`config.mk`:
```
export PLATFORM = sky130hd
export DESIGN_NAME = cla32_bist
export DESIGN_NICKNAME = d
export VERILOG_FILES = /design/src/rtl/cla32_bist.sv
export SDC_FILE = /design/constraint.sdc
export NUM_CORES = 1
export LEC_CHECK = 0
export BUFFER_PORTS_ARGS = -buffer_cell sky130_fd_sc_hd__buf_2
export CAP_MARGIN = 15
export CORE_MARGIN = 2
export CORE_UTILIZATION = 57
export DETAILED_ROUTE_END_ITERATION = 7
export GPL_ROUTABILITY_DRIVEN = 1
export PLACE_DENSITY = 0.91
export SLEW_MARGIN = 0
export SYNTH_ARGS = -nofsm -noshare
export SYNTH_HDL_FRONTEND = slang
export SYNTH_SLANG_ARGS = --single-unit
```
`constraint.sdc`:
```
create_clock -name CLK -period 5.56 [get_ports CLK]
set_input_delay 1.112 -clock CLK [delete_from_list [all_inputs] [get_ports CLK]]
set_output_delay 1.112 -clock CLK [all_outputs]
set_load 0.02 [all_outputs]
```
`src/rtl/cla32_bist.sv`:
```
// Stimulus/response engine for the 32-bit CLA: drives N operand vectors (two fixed, the rest
// from an LFSR) into an external adder and checks each result against an internal golden sum.
module cla32_bist #(
    parameter int          N    = 100,
    parameter logic [31:0] SEED = 32'h0000_0001
) (
    input  logic        CLK,
    input  logic        RSTb,
    input  logic        i_start,
    output logic [31:0] o_a,
    output logic [31:0] o_b,
    output logic        o_c,
    input  logic [31:0] i_sum,
    input  logic        i_c,
    output logic        o_busy,
    output logic        o_done,
    output logic        o_pass,
    output logic [15:0] o_err,
    output logic [15:0] o_first,
    output logic [15:0] o_idx
);

    typedef enum logic [1:0] {
        IDLE  = 2'd0,
        DRIVE = 2'd1,
        CHECK = 2'd2,
        DONE  = 2'd3
    } state_t;

    localparam logic [15:0] LAST_IDX = 16'(N - 1);
    localparam logic [31:0] SEED_EFF = (SEED == 32'h0) ? 32'h0000_0001 : SEED;
    localparam logic [15:0] NONE     = 16'hFFFF;

    state_t      state_q, state_d;
    logic [31:0] a_q, a_d;
    logic [31:0] b_q, b_d;
    logic        c_q, c_d;
    logic [32:0] gold_q, gold_d;
    logic [31:0] lfsr_q, lfsr_d;
    logic [15:0] idx_q, idx_d;
    logic [15:0] err_q, err_d;
    logic [15:0] first_q, first_d;
    logic        busy_q, busy_d;
    logic        done_q, done_d;
    logic        pass_q, pass_d;

    logic [31:0] vec_a, vec_b, lfsr_mid;
    logic        vec_c;

    function automatic logic [31:0] lfsr_step(input logic [31:0] s);
        return {s[30:0], s[31] ^ s[21] ^ s[1] ^ s[0]};
    endfunction

    always_comb begin
        state_d  = state_q;
        a_d      = a_q;
        b_d      = b_q;
        c_d      = c_q;
        gold_d   = gold_q;
        lfsr_d   = lfsr_q;
        idx_d    = idx_q;
        err_d    = err_q;
        first_d  = first_q;
        vec_a    = 32'h0;
        vec_b    = 32'h0;
        vec_c    = 1'b0;
        lfsr_mid = 32'h0;

        case (state_q)
            IDLE, DONE: begin
                if (i_start) begin
                    state_d = DRIVE;
                    idx_d   = 16'h0;
                    err_d   = 16'h0;
                    first_d = NONE;
                    lfsr_d  = SEED_EFF;
                end
            end
            DRIVE: begin
                // The LFSR advances twice per random vector and not at all for the fixed ones
                if (idx_q == 16'd0) begin
                    vec_a = 32'hFFFF_FFFF;
                    vec_b = 32'h0;
                    vec_c = 1'b1;
                end else if (idx_q == 16'd1) begin
                    vec_a = 32'hFFFF_FFFF;
                    vec_b = 32'hFFFF_FFFF;
                    vec_c = 1'b1;
                end else begin
                    vec_a    = lfsr_q;
                    lfsr_mid = lfsr_step(lfsr_q);
                    vec_b    = lfsr_mid;
                    lfsr_d   = lfsr_step(lfsr_mid);
                    vec_c    = vec_a[0] ^ vec_b[31];
                end
                a_d     = vec_a;
                b_d     = vec_b;
                c_d     = vec_c;
                gold_d  = {1'b0, vec_a} + {1'b0, vec_b} + {32'h0, vec_c};
                state_d = CHECK;
            end
            CHECK: begin
                if ({i_c, i_sum} != gold_q) begin
                    if (err_q != 16'hFFFF) begin
                        err_d = err_q + 16'd1;
                    end
                    if (first_q == NONE) begin
                        first_d = idx_q;
                    end
                end
                if (idx_q == LAST_IDX) begin
                    state_d = DONE;
                end else begin
                    idx_d   = idx_q + 16'd1;
                    state_d = DRIVE;
                end
            end
            default: state_d = IDLE;
        endcase
    end

    // Status flags are registered off the current state, so they trail the FSM by one edge
    always_comb begin
        busy_d = (state_q == DRIVE) || (state_q == CHECK);
        done_d = (state_q == DONE);
        pass_d = (state_q == DONE) && (err_q == 16'h0);
    end

    always_ff @(posedge CLK) begin
        if (RSTb) begin
            state_q <= IDLE;
            a_q     <= 32'h0;
            b_q     <= 32'h0;
            c_q     <= 1'b0;
            gold_q  <= 33'h0;
            lfsr_q  <= SEED_EFF;
            idx_q   <= 16'h0;
            err_q   <= 16'h0;
            first_q <= NONE;
            busy_q  <= 1'b0;
            done_q  <= 1'b0;
            pass_q  <= 1'b0;
        end else begin
            state_q <= state_d;
            a_q     <= a_d;
            b_q     <= b_d;
            c_q     <= c_d;
            gold_q  <= gold_d;
            lfsr_q  <= lfsr_d;
            idx_q   <= idx_d;
            err_q   <= err_d;
            first_q <= first_d;
            busy_q  <= busy_d;
            done_q  <= done_d;
            pass_q  <= pass_d;
        end
    end

    assign o_a     = a_q;
    assign o_b     = b_q;
    assign o_c     = c_q;
    assign o_busy  = busy_q;
    assign o_done  = done_q;
    assign o_pass  = pass_q;
    assign o_err   = err_q;
    assign o_first = first_q;
    assign o_idx   = idx_q;

endmodule

```
==> summary.md <==
| Metric | Value |
|---|---|
| CP max FO | 17 |
| Worst Skew | 0.008413 ns |
| EDFF count, synth | 0 |
| Hold Crit Class | reg2reg |
| # DRC | 0 |
| Slew @ Worst Pin | around 1.1 ns |
| CTS buffer count | 17 |
| Antenna diodes | 0 |
| Async set-reset flop share out of synthesis | 0% |
| Pre-Repair DR Iteration Count | 6 |
| IO Count | 152 |
| WL final | ~26 mm |
| Initial core utilization | 58.50% |
| Die H | 134.7 µm |
| Core area | ~17000 µm² |
| Per-cell routed wire length | 16.90 µm |
| Clock sink total | between 150 and 200 |
| WS Path Type | reg2reg |
| Detail Placement HPWL | 18.00 mm |
| Tot Pwr | 5.402 mW |
| Via Count | 9430 |
| Layout cells sized above 1 | around 15% |
| Number of max-cap violations | 0 |
| H-tree depth | 4 |
| Root Buffer | clkbuf_16 |
| Slowest stage delay, CP | about 0.52 ns |
| Yosys Warn Count | 0 |
| Total grt overflow | 0 |
| Post-Layout Inst Area | approximately 11000 µm² |
| Cell leakage power | 4.729 nW |
| Post-Syn Nets | 1291 |
| Slew headroom | 28.11% |
| Hold_buf cts | 0 |
| First-pass GRT wire length | 41.59 mm |
| Synthesized flop and latch total | about 180 |
| Syn_area_per_cell | 8.026 µm² |
| CTS clk-pin slew, worst paths | 0.07 ns |
| Tmin final | 4.742 ns |
| Status | finished, final reports clean |
| Seq/Total Area, Yosys | 37.63% |
| GP Congestion | 0.9404 |
| Die footprint | 18140 µm² |
| Fin. max-slew vios | 0 |
| Post-synthesis cell area | ~9700 µm² |
| Synth-to-layout area growth | 14.47% |
| Final Hold Viols | 0 |
| CP Cell Sequence | nor4_1, nand3_1, nor3_1, nand2_1, nand2_1, buf_4, nor2_1, fa_1, nor2b_2, o2111ai_1, a211o_1, a2111o_1, a21o_1, a2111o_1, a2111o_1, nand3_1 |
| Worst Setup End Kind | flip-flop |
| Total GRT Usage | 28.20% |
| Yosys cell types | between 50 and 60 |
| WP data required | 5.93 ns |
| Site Rows | between 40 and 50 |
| Initial antenna violation count | 0 |
| Setup TNS | 0 ns |
| Vias per std cell | 6.100 |
| Final setup viols | 0 |
| Dpl cell area | 10560 µm² |
| Worst vdd ir | roughly 330 µV |
| Fmax | 210.9 MHz |
| CP startpoint kind | flip-flop |
| Post-synthesis instance total | 1213 |
| Drt initial violations | 876 |
| Most used cell, CP | a2111o_1 |
| Crit path DAT | ~5.1 ns |
| Post-synth top flop | dfxtp_1 |
| # fillers | between 1000 and 1500 |
| Antenna-violating nets left | 0 |
| Die W | 134.7 µm |
| Max clock buf depth | 2 |
| CTS resizes | 0 |
| RSZ-0062 raised after global routing | no |
| Vias in the first global route | about 8500 |
| CTS tree | done |
| Fin crit share | 85.28% |
| Clk_lat worst skew | 0.43 ns |
| Final Net Count | 1393 |
| Port Buffers | 151 |
| Largest net degree at the start of global routing | 83 |
| Slowest-stage cell, CP | nor4_1 |
| Setup Buffers After CTS | 0 |
| PwrDens | 484.8 nW/µm² |
| Hold_ws | slightly below 0.5 ns |
-- cells by family (layout without fill, tap and decap cells) --
group / Yosys count / after routing / share of synthesized area [%]
simple gates: 466 / 466 / 22.08
fa+ha+maj: 42 / 42 / 5.552
compound gates: 278 / 278 / 18.74
buf+inv: 129 / 242 / 4.986
mux: 50 / 50 / 5.166
xor+xnor: 65 / 65 / 5.848
flops: 183 / 183 / 37.63
-- cell usage after synthesis (3+ instances only) --
cell type	instances	area (µm²)
dfxtp_1	183	3664
nor2_1	157	589.3
nand2_1	127	476.7
a21oi_1	85	425.4
clkbuf_1	58	217.7
nand3_1	54	270.3
inv_1	50	187.7
mux2i_1	48	480.5
xnor2_1	46	402.9
a211oi_1	40	300.3
ha_1	40	500.5
o21a_1	39	292.8
o21ai_0	33	165.2
nand4_1	30	187.7
a21o_1	24	180.2
nor3_1	22	110.1
buf_1	20	75.07
xor2_1	19	166.4
nand2b_1	16	100.1
o31ai_1	14	105.1
or3_1	13	81.33
a31oi_1	10	62.56
nor4_1	9	56.30
and3_1	8	50.05
a211o_1	4	35.03
nand3b_1	4	30.03
nor4b_1	4	35.03
o221ai_1	4	35.03
a2111o_1	3	33.78
a21boi_0	3	22.52
a31o_2	3	26.28
and2_1	3	18.77
and4_1	3	26.28
nand4b_1	3	26.28
nor2b_1	3	18.77
or2_2	3	18.77
or4_1	3	22.52
-- final cells by class --
class / count / area, µm² / area share, %
Tap cell: 220 / 275.3 / 2.470
Multi-Input combinational cell: 901 / 5604 / 50.29
Clock buffer: 23 / 467.9 / 4.199
Inverter: 50 / 187.7 / 1.684
Sequential cell: 183 / 3664 / 32.87
Timing Repair Buffer: 162 / 848.3 / 7.612
Clock inverter: 7 / 97.59 / 0.8757
-- state kept, by name, indices dropped and copies added, names as in the netlist --
signal	cells
o_busy	1
lfsr_q	32
o_first	16
o_done	1
o_b	32
o_a	32
gold_q	33
state_q	2
o_c	1
o_pass	1
o_err	16
o_idx	16
-- report_power, final --
part	total (mW)	internal (mW)	switching (mW)
combinational	2.56	0.943	1.61
clock	1.18	0.682	0.500
sequential	1.66	1.52	0.148
-- critical path, delay by kind of cell (launching register included) --
family | cells | cell delay (ns)
AO/OA/AOI/OAI | 6 | 2.04
flip-flops | 1 | 0.38
AND/OR/NAND/NOR | 8 | 1.59
adder cells (fa/ha/maj) | 1 | 0.44
buffers and inverters | 1 | 0.23
-- metal layers --
metal	track usage [%]	share of wire [%]
met1	36.31	41
met2	45.74	46
met4	13.27	4.1
met5	0	0
met3	5.330	8.5
-- cell usage in the layout (no fill, tap or decap), types with 4 or more instances in the layout --
master	count
a211o_1	4
a211oi_1	39
a21o_1	24
a21oi_1	85
a31oi_1	10
and3_1	8
buf_2	150
buf_4	11
clkbuf_1	4
clkbuf_16	17
dfxtp_1	183
ha_1	39
inv_1	50
mux2i_1	48
nand2_1	127
nand2b_1	16
nand3_1	54
nand3b_1	4
nand4_1	30
nor2_1	157
nor3_1	22
nor4_1	9
nor4b_1	4
o21a_1	39
o21ai_0	33
o221ai_1	4
o31ai_1	14
or3_1	13
xnor2_1	46
xor2_1	19
-- per-stage QoR --
stage | cells | util (%) | setup slack (ns)
global route | 1546 | 66.96 | 0.5561
finish | 1546 | 66.96 | 0.8184
detailed placement | 1515 | 63.48 | 1.004
global placement | 1515 | 63.48 | 1.081
CTS | 1545 | 66.87 | 0.9068
floorplan | 1213 | - | 1.358
-- worst paths after layout --
path / from / to / slack [ns] / depth (start not counted)
min reg2reg: o_b[0] / o_b[0] / 0.48 / 2
max reg2reg: o_idx[11] / gold_q[29] / 0.82 / 16
min: o_b[0] / o_b[0] / 0.48 / 2
max: o_idx[11] / gold_q[29] / 0.82 / 16
No activity file was read; power rests on OpenSTA's default activity.
